**src/rtl/alu_seq_pkg.sv**
```systemverilog
// Shared definitions for the ALU sequencer: FSM state encoding, Sel opcode
// constants and the default operand width.
package alu_seq_pkg;

    localparam int N_DEFAULT = 32;

    localparam logic [1:0] OP_ADD = 2'd0;
    localparam logic [1:0] OP_SUB = 2'd1;
    localparam logic [1:0] OP_MUL = 2'd2;
    localparam logic [1:0] OP_DIV = 2'd3;

    typedef enum logic [2:0] {
        IDLE,
        ADDSUB,
        MUL,
        DIV,
        DONE
    } state_e;

endpackage

```
**src/rtl/alu_iter_step.sv**
```systemverilog
// One combinational iteration of the multi-cycle multiply / divide.
//   op_div_i : 0 = shift-add multiply step, 1 = restoring divide step
//   acc_i    : 2N-bit accumulator
//              multiply: {partial product high, remaining multiplier bits}
//              divide  : {partial remainder, remaining dividend / quotient}
//   a_i      : multiplicand (multiply only)
//   b_i      : divisor (divide only)
//   acc_o    : accumulator after this iteration
module alu_iter_step
    import alu_seq_pkg::*;
#(
    parameter int N = N_DEFAULT
) (
    input  logic           op_div_i,
    input  logic [2*N-1:0] acc_i,
    input  logic [N-1:0]   a_i,
    input  logic [N-1:0]   b_i,
    output logic [2*N-1:0] acc_o
);

    logic [N:0]   mul_sum;
    logic [N:0]   div_shift;
    logic [N-1:0] div_rem;
    logic         div_fits;

    always_comb begin
        // Multiply: add the multiplicand when the current multiplier LSB is
        // set, then shift the whole accumulator right by one (the carry
        // becomes the new MSB).
        mul_sum = {1'b0, acc_i[2*N-1:N]} + {1'b0, (acc_i[0] ? a_i : {N{1'b0}})};

        // Divide: shift the next dividend bit into the remainder; subtract
        // the divisor only if it fits, otherwise keep (restore) the shifted
        // value. The quotient bit enters at the LSB.
        div_shift = {acc_i[2*N-1:N], acc_i[N-1]};
        div_fits  = (div_shift >= {1'b0, b_i});
        div_rem   = div_shift[N-1:0] - b_i;

        if (op_div_i) begin
            acc_o = {(div_fits ? div_rem : div_shift[N-1:0]), acc_i[N-2:0], div_fits};
        end else begin
            acc_o = {mul_sum, acc_i[N-1:1]};
        end
    end

endmodule

```
**src/rtl/alu_sequencer.sv**
```systemverilog
// Multi-cycle ALU with valid/ready handshakes on both sides.
//   Clk, Reset          : clock and synchronous active-high reset
//   InValid / InReady   : request handshake; A, B, Sel captured on accept
//   A, B                : N-bit unsigned operands
//   Sel                 : 0 add, 1 subtract, 2 multiply, 3 divide
//   OutValid / OutReady : result handshake
//   Result              : 2N-bit result (zero while idle)
//   DivByZero           : qualifies a divide result with B == 0
//   Busy                : high whenever the FSM is not IDLE
// Add/sub take one cycle; multiply/divide iterate N cycles through
// alu_iter_step.
module alu_sequencer
    import alu_seq_pkg::*;
#(
    parameter int N = N_DEFAULT
) (
    input  logic           Clk,
    input  logic           Reset,
    input  logic           InValid,
    output logic           InReady,
    input  logic [N-1:0]   A,
    input  logic [N-1:0]   B,
    input  logic [1:0]     Sel,
    output logic           OutValid,
    input  logic           OutReady,
    output logic [2*N-1:0] Result,
    output logic           DivByZero,
    output logic           Busy
);

    localparam int CW = (N > 1) ? $clog2(N) : 1;

    state_e         state_q, state_d;
    logic [CW-1:0]  cnt_q;
    logic [N-1:0]   a_q, b_q;
    logic [1:0]     op_q;
    logic [2*N-1:0] acc_q;
    logic [2*N-1:0] result_q;
    logic           dbz_q;

    logic           accept;
    logic           cnt_last;
    logic [N:0]     addsub;
    logic [2*N-1:0] acc_next;

    assign accept   = InValid && (state_q == IDLE);
    assign cnt_last = (cnt_q == CW'(N - 1));

    // Subtract as A + ~B + 1 so bit N is the carry-out (1 when A >= B).
    always_comb begin
        if (op_q == OP_SUB) begin
            addsub = {1'b0, a_q} + {1'b0, ~b_q} + {{N{1'b0}}, 1'b1};
        end else begin
            addsub = {1'b0, a_q} + {1'b0, b_q};
        end
    end

    alu_iter_step #(.N(N)) u_step (
        .op_div_i (state_q == DIV),
        .acc_i    (acc_q),
        .a_i      (a_q),
        .b_i      (b_q),
        .acc_o    (acc_next)
    );

    // NOTE: every always_comb output gets a default first so no path can
    // leave it unassigned and infer a latch.
    always_comb begin
        state_d  = state_q;
        InReady  = 1'b0;
        OutValid = 1'b0;
        Busy     = 1'b1;
        case (state_q)
            IDLE: begin
                InReady = 1'b1;
                Busy    = 1'b0;
                if (InValid) begin
                    if (Sel == OP_MUL)      state_d = MUL;
                    else if (Sel == OP_DIV) state_d = DIV;
                    else                    state_d = ADDSUB;
                end
            end
            ADDSUB:   state_d = DONE;
            MUL, DIV: if (cnt_last) state_d = DONE;
            DONE: begin
                OutValid = 1'b1;
                if (OutReady) state_d = IDLE;
            end
            default:  state_d = IDLE;
        endcase
    end

    // NOTE: sequential state uses non-blocking assignments so every register
    // samples pre-edge values regardless of statement order.
    always_ff @(posedge Clk) begin
        if (Reset) state_q <= IDLE;
        else       state_q <= state_d;
    end

    // NOTE: the block holds no RAM, so every datapath register is reset;
    // this also drops any half-finished operation.
    always_ff @(posedge Clk) begin
        if (Reset) begin
            cnt_q    <= '0;
            a_q      <= '0;
            b_q      <= '0;
            op_q     <= OP_ADD;
            acc_q    <= '0;
            result_q <= '0;
            dbz_q    <= 1'b0;
        end else begin
            case (state_q)
                IDLE: begin
                    if (accept) begin
                        a_q   <= A;
                        b_q   <= B;
                        op_q  <= Sel;
                        cnt_q <= '0;
                        // Divide iterates over the dividend, multiply over B.
                        acc_q <= (Sel == OP_DIV) ? {{N{1'b0}}, A} : {{N{1'b0}}, B};
                    end
                end
                ADDSUB: begin
                    result_q <= {{(N-1){1'b0}}, addsub};
                    dbz_q    <= 1'b0;
                end
                MUL, DIV: begin
                    acc_q <= acc_next;
                    cnt_q <= cnt_q + CW'(1);
                    if (cnt_last) begin
                        result_q <= acc_next;
                        // A zero divisor naturally yields all-ones quotient
                        // and remainder = A; only the flag needs setting.
                        dbz_q    <= (state_q == DIV) && (b_q == '0);
                    end
                end
                default: ;
            endcase
        end
    end

    assign Result    = (state_q == DONE) ? result_q : '0;
    assign DivByZero = (state_q == DONE) && dbz_q;

endmodule

```
**config.mk**
```make
export PLATFORM = sky130hd
export DESIGN_NAME = alu_sequencer
export DESIGN_NICKNAME = d
export VERILOG_FILES = /design/src/rtl/alu_seq_pkg.sv /design/src/rtl/alu_iter_step.sv /design/src/rtl/alu_sequencer.sv
export SDC_FILE = /design/constraint.sdc
export NUM_CORES = 1
export LEC_CHECK = 0
export BUFFER_PORTS_ARGS = -buffer_cell sky130_fd_sc_hd__buf_2
export CAP_MARGIN = 40
export CORE_MARGIN = 2
export CORE_UTILIZATION = 45
export DETAILED_ROUTE_END_ITERATION = 16
export SYNTH_ARGS = -nofsm -noshare
export SYNTH_HDL_FRONTEND = slang
export SYNTH_HIERARCHICAL = 1
export SYNTH_SLANG_ARGS = --single-unit
export TNS_END_PERCENT = 30
```
**constraint.sdc**
```tcl
create_clock -name Clk -period 4.75 [get_ports Clk]
set_input_delay 0.475 -clock Clk [delete_from_list [all_inputs] [get_ports Clk]]
set_output_delay 0.475 -clock Clk [all_outputs]
set_load 0.02 [all_outputs]
```
==> impl_metrics.py <==
metrics = {
    "run_status": {
        "status": "completed",
    },
    "worst_setup_path": {
        "critPathArrivalTime_ns": 4.43,
        "crit_family": "compound AO/OA/AOI/OAI gates",
        "r2r_end": "acc_q[41]",
        "crit_chain": "inv_1 -> ha_1 -> nor2b_1 -> o21ai_0 -> o21a_1 -> o21ai_0 -> buf_4 -> a31oi_1 -> nand2_1 -> a31oi_4 -> buf_4 -> buf_4 -> nor2_1 -> a21oi_1 -> a21oi_1 -> a22oi_1 -> nor2_1",
        "cp_max_fo": 47,
        "crit_buf_inv": 4,
        "rr_worst_depth": 17,
        "rr_startpoint": "b_q[1]",
        "ff2ff_setup_slack_ns": 0.73,
        "cp-end-kind": "register",
        "worst_path_largest_cell_delay_ns": 0.48,
        "required_ns": 5.16,
        "path_class": "register to register",
        "slowest_stage": "dfxtp_1",
        "startpoint_type": "register",
        "crit_top_cell": "buf_4",
    },
    "min_path": {
        "min_delay_path_depth": 3,
        "worstHoldStart": "B[2]",
        "min_to": "b_q[2]",
        "min-delay-path-class": "primary input to register",
    },
    "sta": {
        "finalClockSkew_ns": 0.0182,
        "maxSlewHeadroom_pct": 32.7,
        "rsz0062_at_grt": "false",
        "period_needed_ns": 4.02,
        "setup_tns_ns": 0,
        "worst_slew_pin_slew_ns": 1.01,
        "hold_viol": 0,
        "max_freq_ghz": 0.249,
        "maxSlewViolCount": 0,
        "post-route-period-util_pct": 84.6,
        "finalSetupViolCount": 0,
        "fin_ws_ns": 0.730,
    },
    "power_and_ir_drop": {
        "ir_worst_vdd_uv": 245,
        "power.density_nw_per_um2": 305,
        "finalPower_uw": 5540,
        "p_leak_uw": 0.00790,
    },
    "routing": {
        "drt_iter0_drc": 1425,
        "drtPass1Iterations": 8,
        "postRouteAntennaNets": 0,
        "via_per_inst": 5.97,
        "drt-wirelength-per-cell_um": 20.9,
        "drc": 0,
        "wl_mm": 58.1,
        "vias": 16600,
    },
    "grt": {
        "antenna_found_initial": 1,
        "grt.total_usage_pct": 29.7,
        "grt_pass1_wl_mm": 89.6,
        "grt_pass1_vias": 15600,
        "grt_max_degree": 154,
        "overflow": 0,
    },
    "cells_and_area": {
        "insertedDiodeCount": 0,
        "fillCellCount": 3700,
        "ff_latch_area_sq_um": 4060,
        "area_delta_synth_final_pct": 10.7,
        "finalInstanceArea_sq_um": 18100,
        "finalNetCount": 2507,
        "layout-drive-gt1-share_pct": 11.9,
        "multiInputGateArea_sq_um": 11300,
        "post-route-util_pct": 50.8,
    },
    "floorplan": {
        "coreArea_sq_um": 35700,
        "num_rows": 69,
        "die_x_um": 195,
        "die_area_sq_um": 38000,
        "ios": 138,
        "initial_core_util_pct": 45.9,
        "die_y_um": 195,
    },
    "job": {
        "cap_violations": 0,
    },
    "placed_design": {
        "dpl_worst_slack_ns": 0.845,
        "dpl.hpwl_mm": 43.7,
        "place.gp.congestion": 0.942,
        "io_buffer_count": 137,
        "dpl_cell_area_sq_um": 17200,
    },
    "clocking": {
        "clock-sinks": 203,
        "cts_resized": 0,
        "cts_tree": "built",
        "root_buffer": "clkbuf_16",
        "clk_latency_ns": 0.55,
        "clock_path_buffers": 3,
        "cts_hold_buf": 0,
        "cts.clk_slew.worst_paths_ns": 0.06,
        "postCtsSetupBuffers": 0,
        "htree_levels": 1,
        "numCtsBuffers": 25,
    },
    "yosys": {
        "synth_edf_count": 0,
        "ys_types": 94,
        "synth_warnings": 6,
        "synth.avg_cell_area_sq_um": 7.26,
        "synthArstFlopShare_pct": 0,
        "netlist_area_sq_um": 16400,
        "synth-main-ff-cell": "dfxtp_1",
        "syn_inst": 2258,
        "ys_ff_latch": 203,
        "syn_nets": 2462,
        "ys_seq_area_share_pct": 24.8,
    },
}
[cell type report]
cell class	count	area share, %
flip-flops and latches	203	22.4
well taps	461	3.18
clock buffers	35	4.10
clock inverters	9	0.876
inverters	105	2.17
repair buffers	164	5.14
multi-input cells	1804	62.2
[power breakdown]
part | internal [uW] | switching, uW | total (uW)
Clock | 1300 | 798 | 2100
Combinational | 522 | 1020 | 1540
Sequential | 1790 | 106 | 1900
Total | 3620 | 1920 | 5540
[how the worst max path moves through the flow]
stage / depth (start not counted) / slack (ns) / from / to
after global placement: 17 / 0.92 / b_q[1] / acc_q[40]
after CTS: 17 / 0.83 / b_q[1] / acc_q[41]
after global routing: 17 / 0.34 / b_q[1] / acc_q[41]
after detailed placement: 17 / 0.84 / b_q[1] / acc_q[40]
final: 17 / 0.73 / b_q[1] / acc_q[41]
after floorplan: 16 / 1.24 / acc_q[0] / acc_q[55]
[logic make-up (layout without fill, tap and decap cells)]
group / Yosys count / in the layout / synth area share, %
and+or+nand+nor: 851 / 851 / 24.0
AOI/OAI and AO/OA: 688 / 688 / 26.5
buffers and inverters: 251 / 313 / 6.66
DFF: 203 / 203 / 24.8
adders and majority gates: 134 / 134 / 10.4
xor gates and xnor gates: 78 / 78 / 4.17
muxes: 53 / 53 / 3.47
[state kept, by name, summed over array words and instances (netlist names)]
signal,flops
acc_q,64
result_q,64
a_q,32
b_q,32
cnt_q,5
state_q,3
op_q,2
dbz_q,1
[cells in the mapped netlist (all sizes together) (11+ instances only)]
cell type / instances / area [sq um]
buf: 23 / 149
nand4: 12 / 75.1
nor3: 36 / 180
a21o: 36 / 270
and2: 105 / 657
ha: 130 / 1630
mux2: 31 / 349
xor2: 32 / 280
o211ai: 19 / 143
a22oi: 34 / 255
or3: 11 / 70.1
nor2: 214 / 803
a31oi: 30 / 224
mux2i: 22 / 220
nand2: 318 / 1190
o31ai: 11 / 87.6
a211oi: 26 / 210
clkbuf: 121 / 528
nand3: 59 / 295
nor4: 20 / 131
nand2b: 18 / 113
o21bai: 13 / 97.6
and3: 21 / 133
a221oi: 28 / 258
o21ai: 98 / 498
o21a: 20 / 159
nor2b: 13 / 81.3
a21oi: 305 / 1530
inv: 105 / 394
dfxtp: 203 / 4060
xnor2: 46 / 403
[through the flow]
| stage | hold WS (ns) | cells |
|---|---|---|
| detailed placement | 0.442 | 2737 |
| CTS | 0.148 | 2781 |
| finish | 0.176 | 2781 |
| floorplan | 0.427 | 2258 |
| global placement | 0.437 | 2734 |
| global route | 0.174 | 2781 |
[worst register-to-register path: cells and delay by family, from the launching register on]
kind	cells	cell delay [ns]
simple gates	4	0.50
flops	1	0.48
buf+inv	4	1.09
fa+ha+maj	1	0.32
compound gates	8	1.50
[layer usage]
metal  vias up  global-route usage (%)  wire (um)  share of wire, %
li1       8066                       -          -                 -
met1      7855                    39.0      25500                44
met2       563                    48.6      26200                45
met3       126                    5.19       3950               6.8
met4         2                    11.4       2440               4.2
met5         -                       0         51             0.088
[cell usage in the layout (no fill, tap or decap), types with 19 or more instances in the layout]
cell type,instances
a211oi_1,23
a21o_1,36
a21oi_1,303
a221oi_1,26
a22oi_1,34
a31oi_1,27
and2_1,103
and3_1,20
buf_2,137
buf_4,23
clkbuf_16,25
dfxtp_1,203
ha_1,130
inv_1,104
mux2_2,31
mux2i_1,22
nand2_1,317
nand3_1,59
nor2_1,212
nor3_1,36
nor4_1,19
o211ai_1,19
o21ai_0,94
xnor2_1,46
xor2_1,32
Power figures use the tool's default switching activity.
